$ cat src/rtl/mips_pkg.sv
// Shared definitions for the 5-stage MIPS core: datapath defaults and ALU operation encodings.
package mips_pkg;

    localparam int WIDTH_DEF = 32;
    localparam int RADDR_DEF = 5;

    typedef enum logic [2:0] {
        ALU_ADD = 3'b000,
        ALU_SUB = 3'b001,
        ALU_SLL = 3'b010,
        ALU_SRL = 3'b011,
        ALU_OR  = 3'b100,
        ALU_AND = 3'b101,
        ALU_SLT = 3'b110,
        ALU_BNE = 3'b111
    } aluop_e;

endpackage

$ cat src/rtl/id_ex_stage_if.sv
// Decode-side, bypass-side and ALU-side signals of the ID/EX stage, bundled with
// master (surrounding pipeline) and slave (the stage itself) modports.
interface id_ex_stage_if #(
    parameter int WIDTH = mips_pkg::WIDTH_DEF,
    parameter int RADDR = mips_pkg::RADDR_DEF
);
    // Handshake: there is no valid/ready pair; stall asks IF/ID to hold the
    // current decode, and flush squashes it. Both act on the next rising clk.
    logic             flush;
    logic [WIDTH-1:0] d_rs_data;
    logic [WIDTH-1:0] d_rt_data;
    logic [WIDTH-1:0] d_imm;
    logic [RADDR-1:0] d_rs;
    logic [RADDR-1:0] d_rt;
    logic [RADDR-1:0] d_rd;
    logic [4:0]       d_shamt;
    logic [2:0]       d_aluop;
    logic             d_alusrc;
    logic             d_regdst;
    logic             d_regwrite;
    logic             d_memread;
    logic             d_memwrite;
    logic             d_memtoreg;
    logic             d_branch;
    logic             xm_regwrite;
    logic [RADDR-1:0] xm_rd;
    logic [WIDTH-1:0] xm_result;
    logic             mw_regwrite;
    logic [RADDR-1:0] mw_rd;
    logic [WIDTH-1:0] mw_result;
    logic             stall;
    logic [WIDTH-1:0] operand1;
    logic [WIDTH-1:0] operand2;
    logic [WIDTH-1:0] store_data;
    logic [2:0]       ALUop;
    logic [4:0]       shamt;
    logic [RADDR-1:0] e_dest;
    logic             e_regwrite;
    logic             e_memread;
    logic             e_memwrite;
    logic             e_memtoreg;
    logic             e_branch;

    modport slave (
        input  flush, d_rs_data, d_rt_data, d_imm, d_rs, d_rt, d_rd, d_shamt, d_aluop,
               d_alusrc, d_regdst, d_regwrite, d_memread, d_memwrite, d_memtoreg, d_branch,
               xm_regwrite, xm_rd, xm_result, mw_regwrite, mw_rd, mw_result,
        output stall, operand1, operand2, store_data, ALUop, shamt, e_dest,
               e_regwrite, e_memread, e_memwrite, e_memtoreg, e_branch
    );

    modport master (
        output flush, d_rs_data, d_rt_data, d_imm, d_rs, d_rt, d_rd, d_shamt, d_aluop,
               d_alusrc, d_regdst, d_regwrite, d_memread, d_memwrite, d_memtoreg, d_branch,
               xm_regwrite, xm_rd, xm_result, mw_regwrite, mw_rd, mw_result,
        input  stall, operand1, operand2, store_data, ALUop, shamt, e_dest,
               e_regwrite, e_memread, e_memwrite, e_memtoreg, e_branch
    );

endinterface

$ cat src/rtl/forward_unit.sv
// Operand bypass select for one source register: EX/MEM beats MEM/WB beats the
// register-file value; register 0 is never bypassed.
module forward_unit #(
    parameter int WIDTH = 32,
    parameter int RADDR = 5
) (
    input  logic [RADDR-1:0] reg_addr_i,
    input  logic [WIDTH-1:0] reg_data_i,
    input  logic             xm_regwrite_i,
    input  logic [RADDR-1:0] xm_rd_i,
    input  logic [WIDTH-1:0] xm_result_i,
    input  logic             mw_regwrite_i,
    input  logic [RADDR-1:0] mw_rd_i,
    input  logic [WIDTH-1:0] mw_result_i,
    output logic [WIDTH-1:0] data_o
);

    logic xm_hit;
    logic mw_hit;

    assign xm_hit = xm_regwrite_i && (xm_rd_i != '0) && (xm_rd_i == reg_addr_i);
    assign mw_hit = mw_regwrite_i && (mw_rd_i != '0) && (mw_rd_i == reg_addr_i);

    always_comb begin
        data_o = reg_data_i;
        if (xm_hit) begin
            data_o = xm_result_i;
        end else if (mw_hit) begin
            data_o = mw_result_i;
        end
    end

endmodule

$ cat src/rtl/id_ex_stage.sv
// ID/EX pipeline register with operand bypass, load-use stall and branch flush.
// Define HAZARD_CNT_EN to add saturating stall_cnt/flush_cnt event counters.
module id_ex_stage
    import mips_pkg::*;
#(
    parameter int WIDTH = WIDTH_DEF,
    parameter int RADDR = RADDR_DEF
) (
    input  logic        clk,
    input  logic        reset,
    id_ex_stage_if.slave bus
`ifdef HAZARD_CNT_EN
    ,
    output logic [15:0] stall_cnt,
    output logic [15:0] flush_cnt
`endif
);

    typedef struct packed {
        logic [WIDTH-1:0] rs_data;
        logic [WIDTH-1:0] rt_data;
        logic [WIDTH-1:0] imm;
        logic [RADDR-1:0] rs;
        logic [RADDR-1:0] rt;
        logic [RADDR-1:0] dest;
        logic [4:0]       shamt;
        logic [2:0]       aluop;
        logic             alusrc;
        logic             regwrite;
        logic             memread;
        logic             memwrite;
        logic             memtoreg;
        logic             branch;
    } ex_fields_t;

    ex_fields_t       ex_q;
    ex_fields_t       ex_d;
    logic             hazard;
    logic [WIDTH-1:0] fwd_rs;
    logic [WIDTH-1:0] fwd_rt;

    // A load in this stage whose destination feeds the decode instruction cannot be bypassed yet.
    assign hazard = ex_q.memread && (ex_q.dest != '0) &&
                    ((ex_q.dest == bus.d_rs) || (ex_q.dest == bus.d_rt));
    assign bus.stall = hazard && !bus.flush;

    always_comb begin
        ex_d = '0;
        if (!bus.flush && !hazard) begin
            ex_d.rs_data  = bus.d_rs_data;
            ex_d.rt_data  = bus.d_rt_data;
            ex_d.imm      = bus.d_imm;
            ex_d.rs       = bus.d_rs;
            ex_d.rt       = bus.d_rt;
            ex_d.dest     = bus.d_regdst ? bus.d_rd : bus.d_rt;
            ex_d.shamt    = bus.d_shamt;
            ex_d.aluop    = bus.d_aluop;
            ex_d.alusrc   = bus.d_alusrc;
            ex_d.regwrite = bus.d_regwrite;
            ex_d.memread  = bus.d_memread;
            ex_d.memwrite = bus.d_memwrite;
            ex_d.memtoreg = bus.d_memtoreg;
            ex_d.branch   = bus.d_branch;
        end
    end

    always_ff @(posedge clk or posedge reset) begin
        if (reset) begin
            ex_q <= '0;
        end else begin
            ex_q <= ex_d;
        end
    end

    forward_unit #(.WIDTH(WIDTH), .RADDR(RADDR)) u_fwd_rs (
        .reg_addr_i    (ex_q.rs),
        .reg_data_i    (ex_q.rs_data),
        .xm_regwrite_i (bus.xm_regwrite),
        .xm_rd_i       (bus.xm_rd),
        .xm_result_i   (bus.xm_result),
        .mw_regwrite_i (bus.mw_regwrite),
        .mw_rd_i       (bus.mw_rd),
        .mw_result_i   (bus.mw_result),
        .data_o        (fwd_rs)
    );

    forward_unit #(.WIDTH(WIDTH), .RADDR(RADDR)) u_fwd_rt (
        .reg_addr_i    (ex_q.rt),
        .reg_data_i    (ex_q.rt_data),
        .xm_regwrite_i (bus.xm_regwrite),
        .xm_rd_i       (bus.xm_rd),
        .xm_result_i   (bus.xm_result),
        .mw_regwrite_i (bus.mw_regwrite),
        .mw_rd_i       (bus.mw_rd),
        .mw_result_i   (bus.mw_result),
        .data_o        (fwd_rt)
    );

    assign bus.operand1   = fwd_rs;
    assign bus.operand2   = ex_q.alusrc ? ex_q.imm : fwd_rt;
    assign bus.store_data = fwd_rt;
    assign bus.ALUop      = ex_q.aluop;
    assign bus.shamt      = ex_q.shamt;
    assign bus.e_dest     = ex_q.dest;
    assign bus.e_regwrite = ex_q.regwrite;
    assign bus.e_memread  = ex_q.memread;
    assign bus.e_memwrite = ex_q.memwrite;
    assign bus.e_memtoreg = ex_q.memtoreg;
    assign bus.e_branch   = ex_q.branch;

`ifdef HAZARD_CNT_EN
    logic [15:0] stall_cnt_q;
    logic [15:0] flush_cnt_q;

    always_ff @(posedge clk or posedge reset) begin
        if (reset) begin
            stall_cnt_q <= '0;
            flush_cnt_q <= '0;
        end else begin
            if (bus.stall && (stall_cnt_q != 16'hFFFF)) begin
                stall_cnt_q <= stall_cnt_q + 16'd1;
            end
            if (bus.flush && (flush_cnt_q != 16'hFFFF)) begin
                flush_cnt_q <= flush_cnt_q + 16'd1;
            end
        end
    end

    assign stall_cnt = stall_cnt_q;
    assign flush_cnt = flush_cnt_q;
`endif

endmodule

$ cat src/flat_wrapper.sv
// flat-port wrapper written by rule: the top's interface ports become plain ports
module id_ex_stage_flat import mips_pkg::*;
#(
    parameter int WIDTH = WIDTH_DEF,
    parameter int RADDR = RADDR_DEF
)
  (clk, reset, bus_flush, bus_d_rs_data, bus_d_rt_data, bus_d_imm, bus_d_rs, bus_d_rt, bus_d_rd, bus_d_shamt, bus_d_aluop, bus_d_alusrc, bus_d_regdst, bus_d_regwrite, bus_d_memread, bus_d_memwrite, bus_d_memtoreg, bus_d_branch, bus_xm_regwrite, bus_xm_rd, bus_xm_result, bus_mw_regwrite, bus_mw_rd, bus_mw_result, bus_stall, bus_operand1, bus_operand2, bus_store_data, bus_ALUop, bus_shamt, bus_e_dest, bus_e_regwrite, bus_e_memread, bus_e_memwrite, bus_e_memtoreg, bus_e_branch);
  id_ex_stage_if #(.WIDTH(WIDTH), .RADDR(RADDR)) bus_i ();
  input  logic clk;
  input  logic reset;
  input wire logic [$bits(bus_i.flush)-1:0] bus_flush;
  input wire logic [$bits(bus_i.d_rs_data)-1:0] bus_d_rs_data;
  input wire logic [$bits(bus_i.d_rt_data)-1:0] bus_d_rt_data;
  input wire logic [$bits(bus_i.d_imm)-1:0] bus_d_imm;
  input wire logic [$bits(bus_i.d_rs)-1:0] bus_d_rs;
  input wire logic [$bits(bus_i.d_rt)-1:0] bus_d_rt;
  input wire logic [$bits(bus_i.d_rd)-1:0] bus_d_rd;
  input wire logic [$bits(bus_i.d_shamt)-1:0] bus_d_shamt;
  input wire logic [$bits(bus_i.d_aluop)-1:0] bus_d_aluop;
  input wire logic [$bits(bus_i.d_alusrc)-1:0] bus_d_alusrc;
  input wire logic [$bits(bus_i.d_regdst)-1:0] bus_d_regdst;
  input wire logic [$bits(bus_i.d_regwrite)-1:0] bus_d_regwrite;
  input wire logic [$bits(bus_i.d_memread)-1:0] bus_d_memread;
  input wire logic [$bits(bus_i.d_memwrite)-1:0] bus_d_memwrite;
  input wire logic [$bits(bus_i.d_memtoreg)-1:0] bus_d_memtoreg;
  input wire logic [$bits(bus_i.d_branch)-1:0] bus_d_branch;
  input wire logic [$bits(bus_i.xm_regwrite)-1:0] bus_xm_regwrite;
  input wire logic [$bits(bus_i.xm_rd)-1:0] bus_xm_rd;
  input wire logic [$bits(bus_i.xm_result)-1:0] bus_xm_result;
  input wire logic [$bits(bus_i.mw_regwrite)-1:0] bus_mw_regwrite;
  input wire logic [$bits(bus_i.mw_rd)-1:0] bus_mw_rd;
  input wire logic [$bits(bus_i.mw_result)-1:0] bus_mw_result;
  output wire logic [$bits(bus_i.stall)-1:0] bus_stall;
  output wire logic [$bits(bus_i.operand1)-1:0] bus_operand1;
  output wire logic [$bits(bus_i.operand2)-1:0] bus_operand2;
  output wire logic [$bits(bus_i.store_data)-1:0] bus_store_data;
  output wire logic [$bits(bus_i.ALUop)-1:0] bus_ALUop;
  output wire logic [$bits(bus_i.shamt)-1:0] bus_shamt;
  output wire logic [$bits(bus_i.e_dest)-1:0] bus_e_dest;
  output wire logic [$bits(bus_i.e_regwrite)-1:0] bus_e_regwrite;
  output wire logic [$bits(bus_i.e_memread)-1:0] bus_e_memread;
  output wire logic [$bits(bus_i.e_memwrite)-1:0] bus_e_memwrite;
  output wire logic [$bits(bus_i.e_memtoreg)-1:0] bus_e_memtoreg;
  output wire logic [$bits(bus_i.e_branch)-1:0] bus_e_branch;
  assign bus_i.flush = bus_flush;
  assign bus_i.d_rs_data = bus_d_rs_data;
  assign bus_i.d_rt_data = bus_d_rt_data;
  assign bus_i.d_imm = bus_d_imm;
  assign bus_i.d_rs = bus_d_rs;
  assign bus_i.d_rt = bus_d_rt;
  assign bus_i.d_rd = bus_d_rd;
  assign bus_i.d_shamt = bus_d_shamt;
  assign bus_i.d_aluop = bus_d_aluop;
  assign bus_i.d_alusrc = bus_d_alusrc;
  assign bus_i.d_regdst = bus_d_regdst;
  assign bus_i.d_regwrite = bus_d_regwrite;
  assign bus_i.d_memread = bus_d_memread;
  assign bus_i.d_memwrite = bus_d_memwrite;
  assign bus_i.d_memtoreg = bus_d_memtoreg;
  assign bus_i.d_branch = bus_d_branch;
  assign bus_i.xm_regwrite = bus_xm_regwrite;
  assign bus_i.xm_rd = bus_xm_rd;
  assign bus_i.xm_result = bus_xm_result;
  assign bus_i.mw_regwrite = bus_mw_regwrite;
  assign bus_i.mw_rd = bus_mw_rd;
  assign bus_i.mw_result = bus_mw_result;
  assign bus_stall = bus_i.stall;
  assign bus_operand1 = bus_i.operand1;
  assign bus_operand2 = bus_i.operand2;
  assign bus_store_data = bus_i.store_data;
  assign bus_ALUop = bus_i.ALUop;
  assign bus_shamt = bus_i.shamt;
  assign bus_e_dest = bus_i.e_dest;
  assign bus_e_regwrite = bus_i.e_regwrite;
  assign bus_e_memread = bus_i.e_memread;
  assign bus_e_memwrite = bus_i.e_memwrite;
  assign bus_e_memtoreg = bus_i.e_memtoreg;
  assign bus_e_branch = bus_i.e_branch;
  id_ex_stage #(.WIDTH(WIDTH), .RADDR(RADDR)) u_core (.clk(clk), .reset(reset), .bus(bus_i));
endmodule
$ cat config.mk
export PLATFORM = sky130hd
export DESIGN_NAME = id_ex_stage_flat
export DESIGN_NICKNAME = d
export VERILOG_FILES = /design/src/rtl/mips_pkg.sv /design/src/rtl/id_ex_stage_if.sv /design/src/rtl/forward_unit.sv /design/src/rtl/id_ex_stage.sv /design/src/flat_wrapper.sv
export SDC_FILE = /design/constraint.sdc
export NUM_CORES = 1
export LEC_CHECK = 0
export ABC_AREA = 1
export CAP_MARGIN = 20
export CORE_ASPECT_RATIO = 1.5
export CORE_MARGIN = 3
export CORE_UTILIZATION = 39
export CTS_CLUSTER_SIZE = 30
export DETAILED_ROUTE_END_ITERATION = 7
export PLACE_DENSITY = 0.78
export RECOVER_POWER = 100
export SLEW_MARGIN = 20
export SYNTH_ARGS = -nofsm -noshare
export SYNTH_HDL_FRONTEND = slang
export SYNTH_SLANG_ARGS = --single-unit
$ cat constraint.sdc
create_clock -name clk -period 3.69 [get_ports clk]
set_clock_uncertainty 0.15 [all_clocks]
set_input_delay 0.5535 -clock clk [delete_from_list [all_inputs] [get_ports clk]]
set_output_delay 0.5535 -clock clk [all_outputs]
set_load 0.05 [all_outputs]
# Word level (Yosys, flattened, before mapping)
# Cells that the tools add are included.
# classes
eq_ne	6
n_mux	7
n_reduce_logical	16
# ops
operator	n
32-bit 2-to-1 mux	5
125-bit 2-to-1 mux	1
5-bit == test	6
5-bit nonzero test	3
1-bit logical AND	10
5-bit 2-to-1 mux	1
1-bit logical NOT	2
1-bit logical OR	1
# word_totals
ff_bits	125
input_bits	205
out_inout_bits	115
word_cells	43

# Logic depth before layout (Yosys ltp)
# logic_depth
word_depth	6
ltp_mapped	11
ltp_nobuf	10

# Modules after synthesis
# A second synthesis with hierarchy kept.
# unflattened
cells_unflattened	1085
area_unflattened_um2	7706.1
# modules_own_cells
mod	n_inst	cells_per_inst	area_per_inst_um2	seq_area_each_um2
id_ex_stage	1	489	4873.4	3128.0
forward_unit	2	298	1416.4	0.0

# Worst setup path after synthesis
# Ideal clock, no wire load.
# synth_timing
kind	input -> output
start	input bus_xm_rd[0]
end	output bus_operand1[0]
arrival_time_ns	2.403
required_ns	2.987
setup_slack_ns	0.583
cell_stages	6
path_buffers	1
cell_sequence	xnor2_1 -> nand2_1 -> nor3_2 -> nand3_2 -> clkbuf_1 -> o21ai_0
# synth_via
elab_chain_cells	4
elab_cells_between_ends	5
classes_between	eq/ne (1); mux (1); reduce/logical (3)
# synth_rtl
element	line_no	source
from (decl)	flat_wrapper.sv:28	input wire logic [$bits(bus_i.xm_rd)-1:0] bus_xm_rd;
5-bit nonzero test	forward_unit.sv:21	assign xm_hit = xm_regwrite_i && (xm_rd_i != '0) && (xm_rd_i == reg_addr_i);
1-bit logical AND	forward_unit.sv:21	
1-bit logical AND (*)	forward_unit.sv:21	
32-bit 2-to-1 mux (*)	forward_unit.sv:26	if (xm_hit) begin
to (decl)	flat_wrapper.sv:34	output wire logic [$bits(bus_i.operand1)-1:0] bus_operand1;
# Every way passes the cells marked *; elsewhere a longest branch is shown, timed or not.

# Final worst setup path
# layout_timing
start	input bus_mw_rd[1]
end	output bus_operand2[6]
# layout_via
elab_chain_cells	6
elab_cells_between_ends	7
classes_between	eq/ne (1); mux (3); reduce/logical (3)
# layout_rtl
element	line_no	source
from (decl)	flat_wrapper.sv:31	input wire logic [$bits(bus_i.mw_rd)-1:0] bus_mw_rd;
5-bit nonzero test	forward_unit.sv:22	assign mw_hit = mw_regwrite_i && (mw_rd_i != '0) && (mw_rd_i == reg_addr_i);
1-bit logical AND	forward_unit.sv:22	
1-bit logical AND (*)	forward_unit.sv:22	
32-bit 2-to-1 mux (*)	forward_unit.sv:28	end else if (mw_hit) begin
32-bit 2-to-1 mux (*)	forward_unit.sv:26	
32-bit 2-to-1 mux (*)	id_ex_stage.sv:100	assign bus.operand2 = ex_q.alusrc ? ex_q.imm : fwd_rt;
to (decl)	flat_wrapper.sv:35	output wire logic [$bits(bus_i.operand2)-1:0] bus_operand2;
# Marks and branches as above.

==> qor.yml <==
status: "complete, but fails checks"
violations: "capacitance limit, slew limit"
max-slew-margin-rel: -0.121
dieWidth_um: 117
drv_slew: 41
yosysWarnings: 0
dpl.hpwl_mm: 19.8
reg2reg_slack_ns: 0.60
worstSetupStartpointType: "primary input"
antenna_left: 0
numCtsBuffers: 17
rsz0062_at_grt: "no"
synthesis.nets: 1213
fp.dieH_um: 173
cts.sinks: 125
synth-adder-area-share: 0
power-per-cell-area_nw_per_um2: 397
cp-end-kind: "output port"
grt_pass1_vias: 8059
cp.required_ns: 2.99
worstSkewPairLatency_ns: 0.41
grt_max_degree: 65
place.gp.congestion: 0.941
syn_avg_cell_area_um2: 7.16
share_comb_of_total_power: 0.292
io_buffers: 319
hold_viol: 0
syn_to_final_growth_pct: 57.8
num_vias: 7468
viasPerCell: 4.78
synth.yosys.seq_area_share: 0.433
synth_compound_area_frac: 0.0282
setup_viol: 0
ys_ff_latch: 125
cts_buffer_depth: 2
most-common-layout-cells: "inv_1, clkdlybuf4s50_1, nand3_1, nand2_1, nor2_1"
hp-class: "in2reg"
critPathKind: "in2out"
syn-cell-area_um2: 7220
crit_fanout: 32
pre_cts_ws_ns: 0.387
power_mw: 4.52
seqPwrFrac: 0.326
switching_share: 0.322
final_net_count: 1504
final_common_cell: "inv_1"
grt_use_total: 0.274
p_int_mw: 3.06
gr-total-overflow: 0
p_clk_frac: 0.382
ios: 320
synth-simple-area-share: 0.330
cts_setup_buffers: 0
worst_pin_slew_ns: 1.68
clockRootBuffer: "clkbuf_16"
drt-total-wl_mm: 26.8
fmax_mhz: 292
synth_top_family_by_area: "simple AND/OR/NAND/NOR gates"
fillers: 1543
vdd_ir_drop_max_v: 0.000235
cap_violations: 2
finalCritPeriodShare: 0.927
htreeDepth: 4
setup_ws_ns: 0.270
power.leakage_nw: 5.96
grt_pass1_wl_mm: 42.7
cts_resized: 0
start_util: 0.399
synthXorXnorAreaFrac: 0.0327
dr.pass1.iters: 6
fin_crit_ns: 3.42
antenna_found_initial: 2
synthCells: 1008
p_sw_mw: 1.46
drt_iter0_markers: 411
drc: 0
clk_pin_slew_ns: 0.06
die_area_um2: 20200
finalSetupTns_ns: 0
hold_buffers: 0
cts_tree: "done"
synthMuxAreaShare: 0
arrival_ns: 2.72
drive_gt1_frac: 0.111
wire_per_inst_um: 17.2
row_count: 60
core_um2: 18100
synth_cell_type_count: 27
==> per-stage QoR <==
stage                     instances  utilization  hold WS, ns  cell area, um^2
after global placement         1528        0.637        0.817            11500
after global routing           1561        0.630        0.484            11400
after floorplan                1008            -        0.510             7230
after detailed placement       1528        0.637        0.823            11500
final                          1561        0.630        0.498            11400
after CTS                      1559        0.670        0.374            12100
==> worst max-delay path, stage by stage <==
cell           delay (ns)
dlygate4sd3_1        0.60
inv_1                0.07
nand2_1              0.04
nand2_1              0.05
nand2_1              0.08
nor2_4               0.10
buf_4                0.37
nand4_1              0.13
nand3_1              0.16
nand3_1              0.10
nand2_1              0.13
clkbuf_2             0.29
==> power groups by stage <==
stage / clock network [mW] / registers (mW) / logic, mW
finish: 1.73 / 1.47 / 1.32
global route: 1.82 / 1.48 / 1.40
floorplan: 0 / 1.50 / 0.707
CTS: 1.76 / 1.47 / 1.50
global placement: 0 / 1.50 / 1.48
detailed placement: 0 / 1.50 / 1.49
==> logic make-up after synthesis <==
family	count (synthesis)
simple gates	521
buf+inv	295
compound gates	40
flops	125
xor+xnor	27
==> flip-flops by register name, summed over array words and instances (netlist names) <==
name	cells
u_core.bus.ALUop	3
u_core.bus.e_branch	1
u_core.bus.e_dest	5
u_core.bus.e_memread	1
u_core.bus.e_memtoreg	1
u_core.bus.e_memwrite	1
u_core.bus.e_regwrite	1
u_core.bus.shamt	5
u_core.ex_q	107
==> cells in the mapped netlist (all sizes together) <==
library cell	instances	area, um^2
xnor2	15	131
nand3	163	826
nand4	34	213
nor3	3	36.3
dfrtp	125	3130
inv	225	845
nor2	140	533
clkbuf	11	41.3
or2	1	6.26
and2	32	200
nor4	1	6.26
xor2	12	105
nand2	146	553
a21oi	7	35.0
nand3b	1	7.51
buf	59	387
o21ai	33	169
==> area by class of cell <==
type | instances | area, um^2 | area share
diodes | 2 | 5.00 | 0.000439
multi-input cells | 588 | 2850 | 0.250
flip-flops and latches | 125 | 3130 | 0.274
repair buffers | 342 | 3660 | 0.321
well taps | 248 | 310 | 0.0272
clock inverters | 11 | 143 | 0.0125
clock buffers | 20 | 457 | 0.0401
inverters | 225 | 846 | 0.0742
==> final timing paths <==
| check | start | endpoint | depth (start not counted) |
|---|---|---|---|
| worst min-delay path | bus_d_shamt[3] | u_core.bus.shamt[3] | 3 |
| worst max-delay path | bus_mw_rd[1] | bus_operand2[6] | 12 |
| worst max register to register | u_core.bus.e_dest[4] | u_core.ex_q[86] | 8 |
| min in group asynchronous | reset | u_core.bus.e_memwrite | 2 |
| max in group asynchronous | reset | u_core.ex_q[76] | 3 |
| worst min register to register | u_core.bus.e_memread | u_core.ex_q[95] | 5 |
==> metal layers <==
| layer | GRT usage | vias to the layer above | share of wire |
|---|---|---|---|
| met3 | 0.0683 | 86 | 0.063 |
| met2 | 0.480 | 321 | 0.52 |
| met4 | 0.134 | 0 | 0.053 |
| met5 | 0 | - | 0 |
| li1 | - | 3616 | - |
| met1 | 0.301 | 3445 | 0.36 |
Note: power is estimated with default switching activity, not from simulation.
==> patch: new RTL, same settings <==
The package constant `RADDR_DEF` goes from 5 to 10.
--- a/src/rtl/mips_pkg.sv
+++ b/src/rtl/mips_pkg.sv
@@ -3,5 +3,5 @@
 
     localparam int WIDTH_DEF = 32;
-    localparam int RADDR_DEF = 5;
+    localparam int RADDR_DEF = 10;
 
     typedef enum logic [2:0] {
Interface: changed (6 resized); port bits go from 320 to 350. The function was not compared with the original's and may differ.
==> patch against the original RTL <==
The flow still finishes with violations (capacitance limit, slew limit); total power is 3.1% lower; sequential power grew 12%; synthesized area rose by 20%; sequential cell count is 15 higher; design area rose by 8.7%; wire length is 17% higher; largest cell class is now multi-input gates; setup slack got worse by 0.034 ns.
==> patch: results (changes against the original RTL) <==
status: complete, but fails checks (unchanged)
failing checks: capacitance limit, slew limit (unchanged)
post-synthesis compound-gate area fraction: 0.00911 (was 0.0282)
GRT Total Usage: 0.257 (was 0.274)
max reg flops: 117 (was 107)
VDD IR-drop max: 0.275 mV (was 0.235 mV)
Syn Nets: 1,467 (was 1,213)
XOR/XNOR Fraction of Synth Area: 0.0223 (was 0.0327)
routed via count: 8,916 (was 7,468)
Static Leak: 6.84 nW (was 5.96 nW)
CTS H-tree depth: 4 (unchanged)
vias in the first global route: 9,032 (was 8,059)
Final Max Tran Viols: 141 (was 41)
top cells by count, synth: nand2_1, inv_1, nor2_1 (was inv_1, nand3_1, nand2_1)
CP peak stage delay: 0.56 ns (was 0.60 ns)
data arrival time of the critical path: 2.75 ns (was 2.72 ns)
Distinct cells, synth: 30 (was 27)
Iter 0 DRT Violations: 561 (was 411)
Slew @ Worst Pin: 1.93 ns (was 1.68 ns)
GPL Wtd Cong: 0.961 (was 0.941)
largest net degree at the start of global routing: 141 (was 65)
Area contributors post-synth: dfrtp_1, nand2_1, inv_1, nor2_1, nand4_1 (was dfrtp_1, inv_1, nand3_1, nand2_1, nor2_1)
sequential area share after synthesis: 0.405 (was 0.433)
slowest library cell on the worst path: clkdlybuf4s50_1 (was dlygate4sd3_1)
Pre-antenna DRT Iters: 5 (was 6)
Max Cap Viol: 1 (was 2)
DR WL/cell: 17.1 um (was 17.2 um)
Mapped Cells: 1,237 (was 1,008)
Post-DP Area: 0.0124 mm2 (was 0.0115 mm2)
Critical Path Fanout Max: 43 (was 32)
Port-buffer cells: 349 (was 319)
global-route wire length before repair: 47.8 mm (was 42.7 mm)
DR vias/cell: 4.85 (was 4.78)
-- patch: layout make-up --
type	instances	area (um2)
antenna	6	15.0
clock buffer	18	429
clock inverter	14	136
fill	2112	9330
inverter	264	995
multi-input combinational	754	3630
sequential	140	3500
tap	272	340
timing repair buffer	370	3340
-- patch: worst paths after layout --
kind / endpoint / start / slack (ns)
setup / recovery: bus_operand2[11] / bus_mw_rd[6] / 0.24
max in group asynchronous: u_core.ex_q[68]$_DFF_PP0_ / reset / 1.01
min in group asynchronous: u_core.ex_q[50]$_DFF_PP0_ / reset / 1.18
hold / removal: u_core.bus.shamt[2]$_DFF_PP0_ / bus_d_shamt[2] / 0.49
setup reg to reg: u_core.ex_q[130]$_DFF_PP0_ / u_core.bus.e_dest[0]$_DFF_PP0_ / 0.56
hold reg to reg: u_core.ex_q[26]$_DFF_PP0_ / u_core.bus.e_memread$_DFF_PP0_ / 1.04
-- patch: cells by family (layout without fill, tap and decap cells) --
logic type / count (synthesis) / count (layout)
simple gates: 717 / 717
buf+inv: 343 / 666
flops: 140 / 140
xor+xnor: 22 / 22
compound gates: 15 / 15
other cells: 0 / 6
-- patch: where the power goes --
part | switching (mW) | internal (mW)
combinational | 0.652 | 0.423
sequential | 0.0408 | 1.61
clock | 0.711 | 0.941
-- patch: per-layer routing --
metal  global-route usage  vias up  part of all wire
met3               0.0712       98             0.072
li1                     -     4312                 -
met5                    0        -            0.0017
met4                0.141        8             0.051
met1                0.278     4138              0.37
met2                0.448      360              0.51
-- patch: metrics by stage --
step | util | worst slack [ns]
global route | 0.570 | 0.0702
CTS | 0.597 | 0.288
global placement | 0.571 | 0.320
floorplan | - | 1.17
detailed placement | 0.571 | 0.302
finish | 0.570 | 0.236
